===== src/rtl/vpu_sram_rd_responder_pkg.sv =====
`default_nettype none
// ============================================================================
// Module      : vpu_sram_rd_responder_pkg
// Description : Shared defaults and types for the VPU SRAM read responder.
//               Holds the SRAM geometry defaults, the port-id width, the
//               response-pipeline tag type and a round-robin helper.
// Revision    : 1.0 - initial release
// ============================================================================
package vpu_sram_rd_responder_pkg;

  localparam int SRAM_NUM_PORTS      = 4;
  localparam int SRAM_BANK_CNT_LG2   = 2;
  localparam int SRAM_BANK_DEPTH_LG2 = 10;
  localparam int SRAM_DATA_WIDTH     = 128;

  // Width of a port index; kept at least 1 so a single-port build still has
  // a legal vector.
  localparam int PORT_ID_W = (SRAM_NUM_PORTS > 1) ? $clog2(SRAM_NUM_PORTS) : 1;

  // One entry of the per-bank response pipeline.
  typedef struct packed {
    logic                 valid;
    logic [PORT_ID_W-1:0] port_id;
  } rd_tag_t;

  // Next round-robin position after cur, wrapping at n.
  function automatic logic [PORT_ID_W-1:0] rr_next(input logic [PORT_ID_W-1:0] cur,
                                                   input int n);
    if (int'(cur) >= n - 1) begin
      return '0;
    end
    return cur + 1'b1;
  endfunction

endpackage
`default_nettype wire


===== src/rtl/vpu_sram_rd_responder_rr_arbiter.sv =====
`default_nettype none
// ============================================================================
// Module      : vpu_rr_arbiter
// Description : Round-robin arbiter with advance-on-grant pointer.
//               The winner is the first requester at or after the pointer,
//               wrapping; the pointer moves to winner+1 only when a grant is
//               issued.
// Ports       : clk, rst_n (sync, active-low)
//               req      - request vector
//               grant    - one-hot grant (combinational)
//               winner   - index of the granted requester
//               granted  - any grant this cycle
// Revision    : 1.0 - initial release
// ============================================================================
module vpu_rr_arbiter
  import vpu_sram_rd_responder_pkg::*;
#(
  parameter int NUM_REQ = SRAM_NUM_PORTS
) (
  input  logic                 clk,
  input  logic                 rst_n,
  input  logic [NUM_REQ-1:0]   req,
  output logic [NUM_REQ-1:0]   grant,
  output logic [PORT_ID_W-1:0] winner,
  output logic                 granted
);

  localparam logic [PORT_ID_W:0] NUM_REQ_W = (PORT_ID_W + 1)'(NUM_REQ);

  logic [PORT_ID_W-1:0] r_ptr;

  // Scan NUM_REQ positions starting at the pointer; the extra bit in the
  // running sum lets the wrap be done by a single subtraction.
  always_comb begin
    logic [PORT_ID_W:0]   w_sum;
    logic [PORT_ID_W-1:0] w_idx;
    grant   = '0;
    winner  = r_ptr;
    granted = 1'b0;
    w_sum   = '0;
    w_idx   = '0;
    for (int k = 0; k < NUM_REQ; k++) begin
      w_sum = {1'b0, r_ptr} + (PORT_ID_W + 1)'(k);
      if (w_sum >= NUM_REQ_W) begin
        w_sum = w_sum - NUM_REQ_W;
      end
      w_idx = w_sum[PORT_ID_W-1:0];
      if (!granted && req[w_idx]) begin
        grant[w_idx] = 1'b1;
        winner       = w_idx;
        granted      = 1'b1;
      end
    end
  end

  always_ff @(posedge clk) begin
    if (!rst_n) begin
      r_ptr <= '0;
    end else if (granted) begin
      r_ptr <= rr_next(winner, NUM_REQ);
    end
  end

endmodule
`default_nettype wire


===== src/rtl/vpu_sram_rd_responder.sv =====
`default_nettype none
// ============================================================================
// Module      : vpu_sram_rd_responder
// Description : Responder side of the VPU SRAM read-port protocol. Arbitrates
//               the source ports round-robin per bank, issues single-beat
//               reads to the bank macros and returns the data to the
//               requesting port as a one-cycle rvalid pulse.
// Ports       : clk, rst_n        - clock, synchronous active-low reset
//               req_i/ack_o       - per-port request / same-cycle grant
//               rid_i, addr_i     - per-port target bank and word address
//               reb_i, rlast_i    - per-port read enable (low) / last beat
//               rdata_o, rvalid_o - per-port registered data / valid pulse
//               bank_ceb_o, bank_addr_o, bank_rdata_i - bank macro interface
//               err_o             - sticky protocol error
// Revision    : 1.0 - initial release
// ============================================================================
module vpu_sram_rd_responder
  import vpu_sram_rd_responder_pkg::*;
#(
  parameter int NUM_PORTS      = SRAM_NUM_PORTS,
  parameter int BANK_CNT_LG2   = SRAM_BANK_CNT_LG2,
  parameter int BANK_DEPTH_LG2 = SRAM_BANK_DEPTH_LG2,
  parameter int DATA_WIDTH     = SRAM_DATA_WIDTH,
  parameter int BANK_LATENCY   = 1
) (
  input  logic                                 clk,
  input  logic                                 rst_n,
  input  logic [NUM_PORTS-1:0]                 req_i,
  output logic [NUM_PORTS-1:0]                 ack_o,
  input  logic [NUM_PORTS*BANK_CNT_LG2-1:0]    rid_i,
  input  logic [NUM_PORTS*BANK_DEPTH_LG2-1:0]  addr_i,
  input  logic [NUM_PORTS-1:0]                 reb_i,
  input  logic [NUM_PORTS-1:0]                 rlast_i,
  output logic [NUM_PORTS*DATA_WIDTH-1:0]      rdata_o,
  output logic [NUM_PORTS-1:0]                 rvalid_o,
  output logic [(2**BANK_CNT_LG2)-1:0]         bank_ceb_o,
  output logic [(2**BANK_CNT_LG2)*BANK_DEPTH_LG2-1:0] bank_addr_o,
  input  logic [(2**BANK_CNT_LG2)*DATA_WIDTH-1:0]     bank_rdata_i,
  output logic                                 err_o
);

  localparam int BANK_CNT   = 2**BANK_CNT_LG2;
  // Stage 0 is the cycle the bank is enabled; the last stage is the cycle the
  // bank data is valid and gets captured.
  localparam int PIPE_DEPTH = BANK_LATENCY + 1;

  logic [BANK_CNT_LG2-1:0]   w_port_rid   [NUM_PORTS];
  logic [BANK_DEPTH_LG2-1:0] w_port_addr  [NUM_PORTS];
  logic [DATA_WIDTH-1:0]     w_bank_rdata [BANK_CNT];
  logic [NUM_PORTS-1:0]      w_bank_grant [BANK_CNT];
  rd_tag_t                   w_tail       [BANK_CNT];
  logic [NUM_PORTS-1:0]      w_eligible;
  logic [NUM_PORTS-1:0]      w_ack;

  logic [NUM_PORTS-1:0]      r_rvalid;
  logic [DATA_WIDTH-1:0]     r_rdata [NUM_PORTS];
  logic                      r_err;

  // Requests are masked during reset so no ack is raised and no arbiter
  // pointer moves while the block is held in reset.
  assign w_eligible = req_i & ~reb_i & {NUM_PORTS{rst_n}};

  for (genvar p = 0; p < NUM_PORTS; p++) begin : g_port
    assign w_port_rid[p]  = rid_i[p*BANK_CNT_LG2 +: BANK_CNT_LG2];
    assign w_port_addr[p] = addr_i[p*BANK_DEPTH_LG2 +: BANK_DEPTH_LG2];
    assign rdata_o[p*DATA_WIDTH +: DATA_WIDTH] = r_rdata[p];
  end

  for (genvar b = 0; b < BANK_CNT; b++) begin : g_bank
    logic [NUM_PORTS-1:0]      w_req;
    logic [PORT_ID_W-1:0]      w_winner;
    logic                      w_granted;
    logic                      r_ceb;
    logic [BANK_DEPTH_LG2-1:0] r_addr;
    rd_tag_t                   r_pipe [PIPE_DEPTH];

    for (genvar p = 0; p < NUM_PORTS; p++) begin : g_cand
      assign w_req[p] = w_eligible[p] && (w_port_rid[p] == BANK_CNT_LG2'(b));
    end

    vpu_rr_arbiter #(
      .NUM_REQ (NUM_PORTS)
    ) u_arb (
      .clk     (clk),
      .rst_n   (rst_n),
      .req     (w_req),
      .grant   (w_bank_grant[b]),
      .winner  (w_winner),
      .granted (w_granted)
    );

    // Bank command and response tag pipeline. The address register only
    // loads on a grant so the bank address holds between accesses.
    always_ff @(posedge clk) begin
      if (!rst_n) begin
        r_ceb  <= 1'b1;
        r_addr <= '0;
        for (int k = 0; k < PIPE_DEPTH; k++) begin
          r_pipe[k] <= '0;
        end
      end else begin
        r_ceb <= ~w_granted;
        if (w_granted) begin
          r_addr <= w_port_addr[w_winner];
        end
        r_pipe[0] <= '{valid: w_granted, port_id: w_winner};
        for (int k = 1; k < PIPE_DEPTH; k++) begin
          r_pipe[k] <= r_pipe[k-1];
        end
      end
    end

    assign w_tail[b]       = r_pipe[PIPE_DEPTH-1];
    assign w_bank_rdata[b] = bank_rdata_i[b*DATA_WIDTH +: DATA_WIDTH];
    assign bank_ceb_o[b]   = r_ceb;
    assign bank_addr_o[b*BANK_DEPTH_LG2 +: BANK_DEPTH_LG2] = r_addr;
  end

  // A port targets a single bank, so OR-ing the per-bank grants never
  // produces more than one grant per port.
  always_comb begin
    w_ack = '0;
    for (int b = 0; b < BANK_CNT; b++) begin
      w_ack = w_ack | w_bank_grant[b];
    end
  end

  assign ack_o = w_ack;

  // Response return. Fixed latency plus one grant per port per cycle means
  // two banks can never complete for the same port in the same cycle.
  always_ff @(posedge clk) begin
    if (!rst_n) begin
      r_rvalid <= '0;
      for (int p = 0; p < NUM_PORTS; p++) begin
        r_rdata[p] <= '0;
      end
    end else begin
      r_rvalid <= '0;
      for (int b = 0; b < BANK_CNT; b++) begin
        if (w_tail[b].valid) begin
          r_rvalid[w_tail[b].port_id] <= 1'b1;
          r_rdata[w_tail[b].port_id]  <= w_bank_rdata[b];
        end
      end
    end
  end

  assign rvalid_o = r_rvalid;

  // Sticky error: a request without read enable, or a served request that
  // does not mark itself as the last beat.
  always_ff @(posedge clk) begin
    if (!rst_n) begin
      r_err <= 1'b0;
    end else if ((|(req_i & reb_i)) || (|(req_i & ~reb_i & ~rlast_i))) begin
      r_err <= 1'b1;
    end
  end

  assign err_o = r_err;

endmodule
`default_nettype wire


===== config.mk =====
export PLATFORM = sky130hd
export DESIGN_NAME = vpu_sram_rd_responder
export DESIGN_NICKNAME = d
export VERILOG_FILES = /design/src/rtl/vpu_sram_rd_responder_pkg.sv /design/src/rtl/vpu_sram_rd_responder_rr_arbiter.sv /design/src/rtl/vpu_sram_rd_responder.sv
export SDC_FILE = /design/constraint.sdc
export NUM_CORES = 2
export LEC_CHECK = 0
export CAP_MARGIN = 20
export CORE_AREA = 2 2 438 440
export CTS_CLUSTER_SIZE = 12
export DETAILED_ROUTE_END_ITERATION = 10
export DIE_AREA = 0 0 440 442
export PLACE_DENSITY = 0.52
export SYNTH_ARGS = -nofsm -noshare
export SYNTH_HDL_FRONTEND = slang
export SYNTH_SLANG_ARGS = --single-unit

===== constraint.sdc =====
create_clock -name clk -period 21.7 [get_ports clk]
set_input_delay 4.34 -clock clk [delete_from_list [all_inputs] [get_ports clk]]
set_output_delay 4.34 -clock clk [all_outputs]
set_load 0.01 [all_outputs]

==> flow_summary.ini <==
[global_routing]
globalRoute.totalOverflow = 0
grt_pass1_wl_mm = 339
grt_pass1_vias = 38800
track_usage_pct = 24.6
antenna_found_initial = 66
grt_max_degree = 143

[synth]
synth_simple_gate_area_share_pct = 16.2
syn_avg_cell_area_sq_um = 8.85
synth_top_family_by_area = compound AO/OA/AOI/OAI gates
synth_flop_cell = edfxtp_1
yosysSeqAreaShare_pct = 46.3
async_flop_share_pct = 0
synthAdderAreaFrac_pct = 0.851
synthTopCellsByArea = edfxtp_1 (42%), nand2_1 (7.3%), a221oi_1 (6.2%)
synth_xor_area_share_pct = 0.146
synth_seq_cells = 593
yosys_warnings = 0
synth_compound_area_share_pct = 29.6
syn_inst = 4152
syn-num-nets = 4751
synth-edff-count = 512
synth_mux_area_share_pct = 1.72
syn-cell-area_sq_um = 36700
synth.top_cell.area_share_pct = 41.8
yosysTopAreaCell = edfxtp_1
synthDistinctLibCells = 97

[final_layout]
fillers = 20100
fin_area_sq_um = 53100
drive_gt1_share_pct = 5.57
area_delta_synth_final_pct = 44.5
utilization_pct = 28.0
nNetsFinal = 5625

[timing]
drv_slew = 0
relSlewSlack_pct = 16.4
min_period_over_period_pct = 58.3
rsz0062_at_grt = false
worst_pin_slew_ns = 1.25
setup_ws_ns = 9.05
setup_viol = 0
fin_skew_ns = 0.0457
timing.fmax_mhz = 79.1
layout_min_cycle_time_ns = 12.65
finalSetupTns_ns = 0
hold_viol = 0

[pwr]
clkPwrFrac_pct = 40.3
total_power_w = 0.00344
pwr-share-comb_pct = 19.9
pwr-share-seq_pct = 39.8
swShare_pct = 30.6
internal_power_w = 0.00239
p_switching_w = 0.00105
power_density_nw_per_um2 = 64.8
leakagePower_nw = 17.3
peakVddDrop_mv = 0.0533

[floorplanning]
floorplan.initialDensity_pct = 19.4
fp-row-count = 160
die_x_microns = 440
io_pins = 1139
core_area_sq_um = 190000
dieArea_sq_um = 194000
die_y_microns = 442

[critical_path]
r2r_start = g_bank[1].u_arb.r_ptr[0]$_SDFFE_PN0N_
start_kind = input pin
path_class = input pin to output port
r2r_cells = 11
r2r_end = g_bank[1].r_addr[9]$_SDFFE_PN0N_
end_kind = output port
required_ns = 17.36
worstPathArrival_ns = 8.31
startpoint = req_i[0]
cp_max_fo = 43
regToRegSetupSlack_ns = 17.02

[clocking]
hold_buffers = 0
cts_buffers = 81
htreeDepth = 3
clkLatencyLatePin_ns = 0.73
clkSlewWorstSetupHoldPaths_ns = 0.06
cts_tree = built
post_cts_buffers = 0
post_cts_resized = 0
clockRootBuffer = clkbuf_16
cts.sink_count = 593
cts_max_path_buffers = 3

[placed_design]
place_worst_setup_slack_ns = 9.17
gp_congestion = 0.944
place_area_sq_um = 50300
dp_hpwl_mm = 173
io_buffers = 1138

[route]
wl_mm = 252
wl_per_cell_microns = 32.9
drtAntennaViolNets = 0
dr.first_iter.drc_count = 5850
via_per_inst = 5.48
num_vias = 41900
post-route-drc-count = 0
drtPass1Iterations = 8

[flow_run]
maxCapViolCount = 0

[min_path]
whs_path_depth = 1
hold_class = flop to flop
min_from = g_bank[0].r_pipe[0][1]$_SDFF_PN0_
holdPathEnd = g_bank[0].r_pipe[0][4]$_SDFF_PN0_

[outcome]
outcome = complete, no violations
critical path: stages:
cell             delay [ns]
clkdlybuf4s50_1        0.54
nor3b_4                0.51
nand2_1                0.22
mux4_2                 0.62
nor2_4                 0.87
a221oi_1               0.26
nand3_1                0.16
nand3b_1               0.16
clkdlybuf4s50_1        0.58
cell usage in the layout, fill, tap and decap left out, types with 10 or more instances in the layout:
cell | Yosys | final
o221ai_1 | 51 | 51
clkbuf_1 | 329 | 13
o211ai_1 | 30 | 30
ha_1 | 25 | 25
nor2_1 | 446 | 444
a211oi_1 | 13 | 13
and2_1 | 22 | 19
o22ai_1 | 18 | 18
a221oi_1 | 261 | 261
clkinv_2 | 0 | 10
a21boi_0 | 10 | 10
and3_1 | 17 | 16
nor3_1 | 37 | 34
inv_1 | 28 | 28
nand2_1 | 719 | 717
edfxtp_1 | 512 | 512
o21ai_0 | 405 | 405
a221o_1 | 140 | 140
o31ai_1 | 37 | 37
nand3_1 | 78 | 75
o21ai_1 | 13 | 11
dfxtp_1 | 81 | 78
a21oi_1 | 405 | 405
clkbuf_16 | 0 | 82
diode_2 | 0 | 49
buf_4 | 14 | 76
clkinv_1 | 1 | 15
clkdlybuf4s50_1 | 0 | 1137
mux2i_1 | 43 | 43
nand2b_1 | 12 | 12
a22oi_1 | 136 | 136
power groups by stage:
stage	sequential (W)	clock [W]	combinational (W)
floorplan	0.00142	0	0.000204
CTS	0.00137	0.00142	0.000680
global route	0.00138	0.00145	0.000714
global placement	0.00139	0	0.000678
detailed placement	0.00139	0	0.000677
finish	0.00137	0.00139	0.000683
cell usage after synthesis (6+ instances only):
| cell type | instances |
|---|---|
| a211oi_1 | 13 |
| a21boi_0 | 10 |
| a21oi_1 | 405 |
| a221o_1 | 140 |
| a221oi_1 | 261 |
| a222oi_1 | 9 |
| a22oi_1 | 136 |
| a31oi_1 | 6 |
| and2_1 | 22 |
| and3_1 | 17 |
| buf_1 | 35 |
| buf_2 | 40 |
| buf_4 | 14 |
| buf_6 | 11 |
| clkbuf_1 | 329 |
| dfxtp_1 | 81 |
| edfxtp_1 | 512 |
| ha_1 | 25 |
| inv_1 | 28 |
| mux2i_1 | 43 |
| mux4_2 | 8 |
| nand2_1 | 719 |
| nand2b_1 | 12 |
| nand3_1 | 78 |
| nand3b_1 | 9 |
| nand4_1 | 9 |
| nor2_1 | 446 |
| nor2b_1 | 6 |
| nor3_1 | 37 |
| nor4_1 | 7 |
| o211ai_1 | 30 |
| o211ai_2 | 9 |
| o21ai_0 | 405 |
| o21ai_1 | 13 |
| o221ai_1 | 51 |
| o22ai_1 | 18 |
| o31ai_1 | 37 |
| or4_1 | 9 |
state kept, by name, summed over array words and instances (netlist names):
register / count
r_rdata: 512
g_bank.r_ceb: 4
rvalid_o: 4
g_bank.r_addr: 40
err_o: 1
g_bank.r_pipe: 24
g_bank.u_arb.r_ptr: 8
kinds of logic after synthesis:
kind of cell,count (synthesis)
DFF,593
buffers and inverters,461
xor gates and xnor gates,4
muxes,53
adders and majority gates,25
AOI/OAI and AO/OA,1601
and+or+nand+nor,1415
worst max path at each step:
| stage | cells past startpoint | slack, ns | to |
|---|---|---|---|
| detailed placement | 9 | 9.17 | ack_o[3] |
| CTS | 9 | 9.15 | ack_o[0] |
| global route | 9 | 8.89 | ack_o[3] |
| finish | 9 | 9.05 | ack_o[3] |
| floorplan | 11 | 11.01 | ack_o[0] |
| global placement | 9 | 9.17 | ack_o[0] |
layer usage:
metal	vias up	GRT usage [%]	share of wire (%)
met1	20600	30.4	38
met3	520	5.64	9.7
met5	-	0	0.014
li1	17600	-	-
met4	6	13.1	5.5
met2	3085	39.6	47
per-stage QoR:
step / hold WS [ns] / instances
global route: 0.449 / 7636
floorplan: 0.412 / 4152
finish: 0.422 / 7644
detailed placement: 0.419 / 7453
CTS: 0.420 / 7594
global placement: 0.414 / 7453
final cells by class:
type / instances / area, sq um / share of cell area, %
multi-input combinational: 3098 / 18000 / 33.9
sequential: 593 / 17000 / 32.0
timing repair buffer: 1221 / 12100 / 22.8
tap: 2511 / 3140 / 5.92
clock buffer: 98 / 2140 / 4.04
clock inverter: 43 / 487 / 0.917
antenna: 49 / 123 / 0.231
inverter: 31 / 116 / 0.219
No activity file was read; power rests on OpenSTA's default activity.
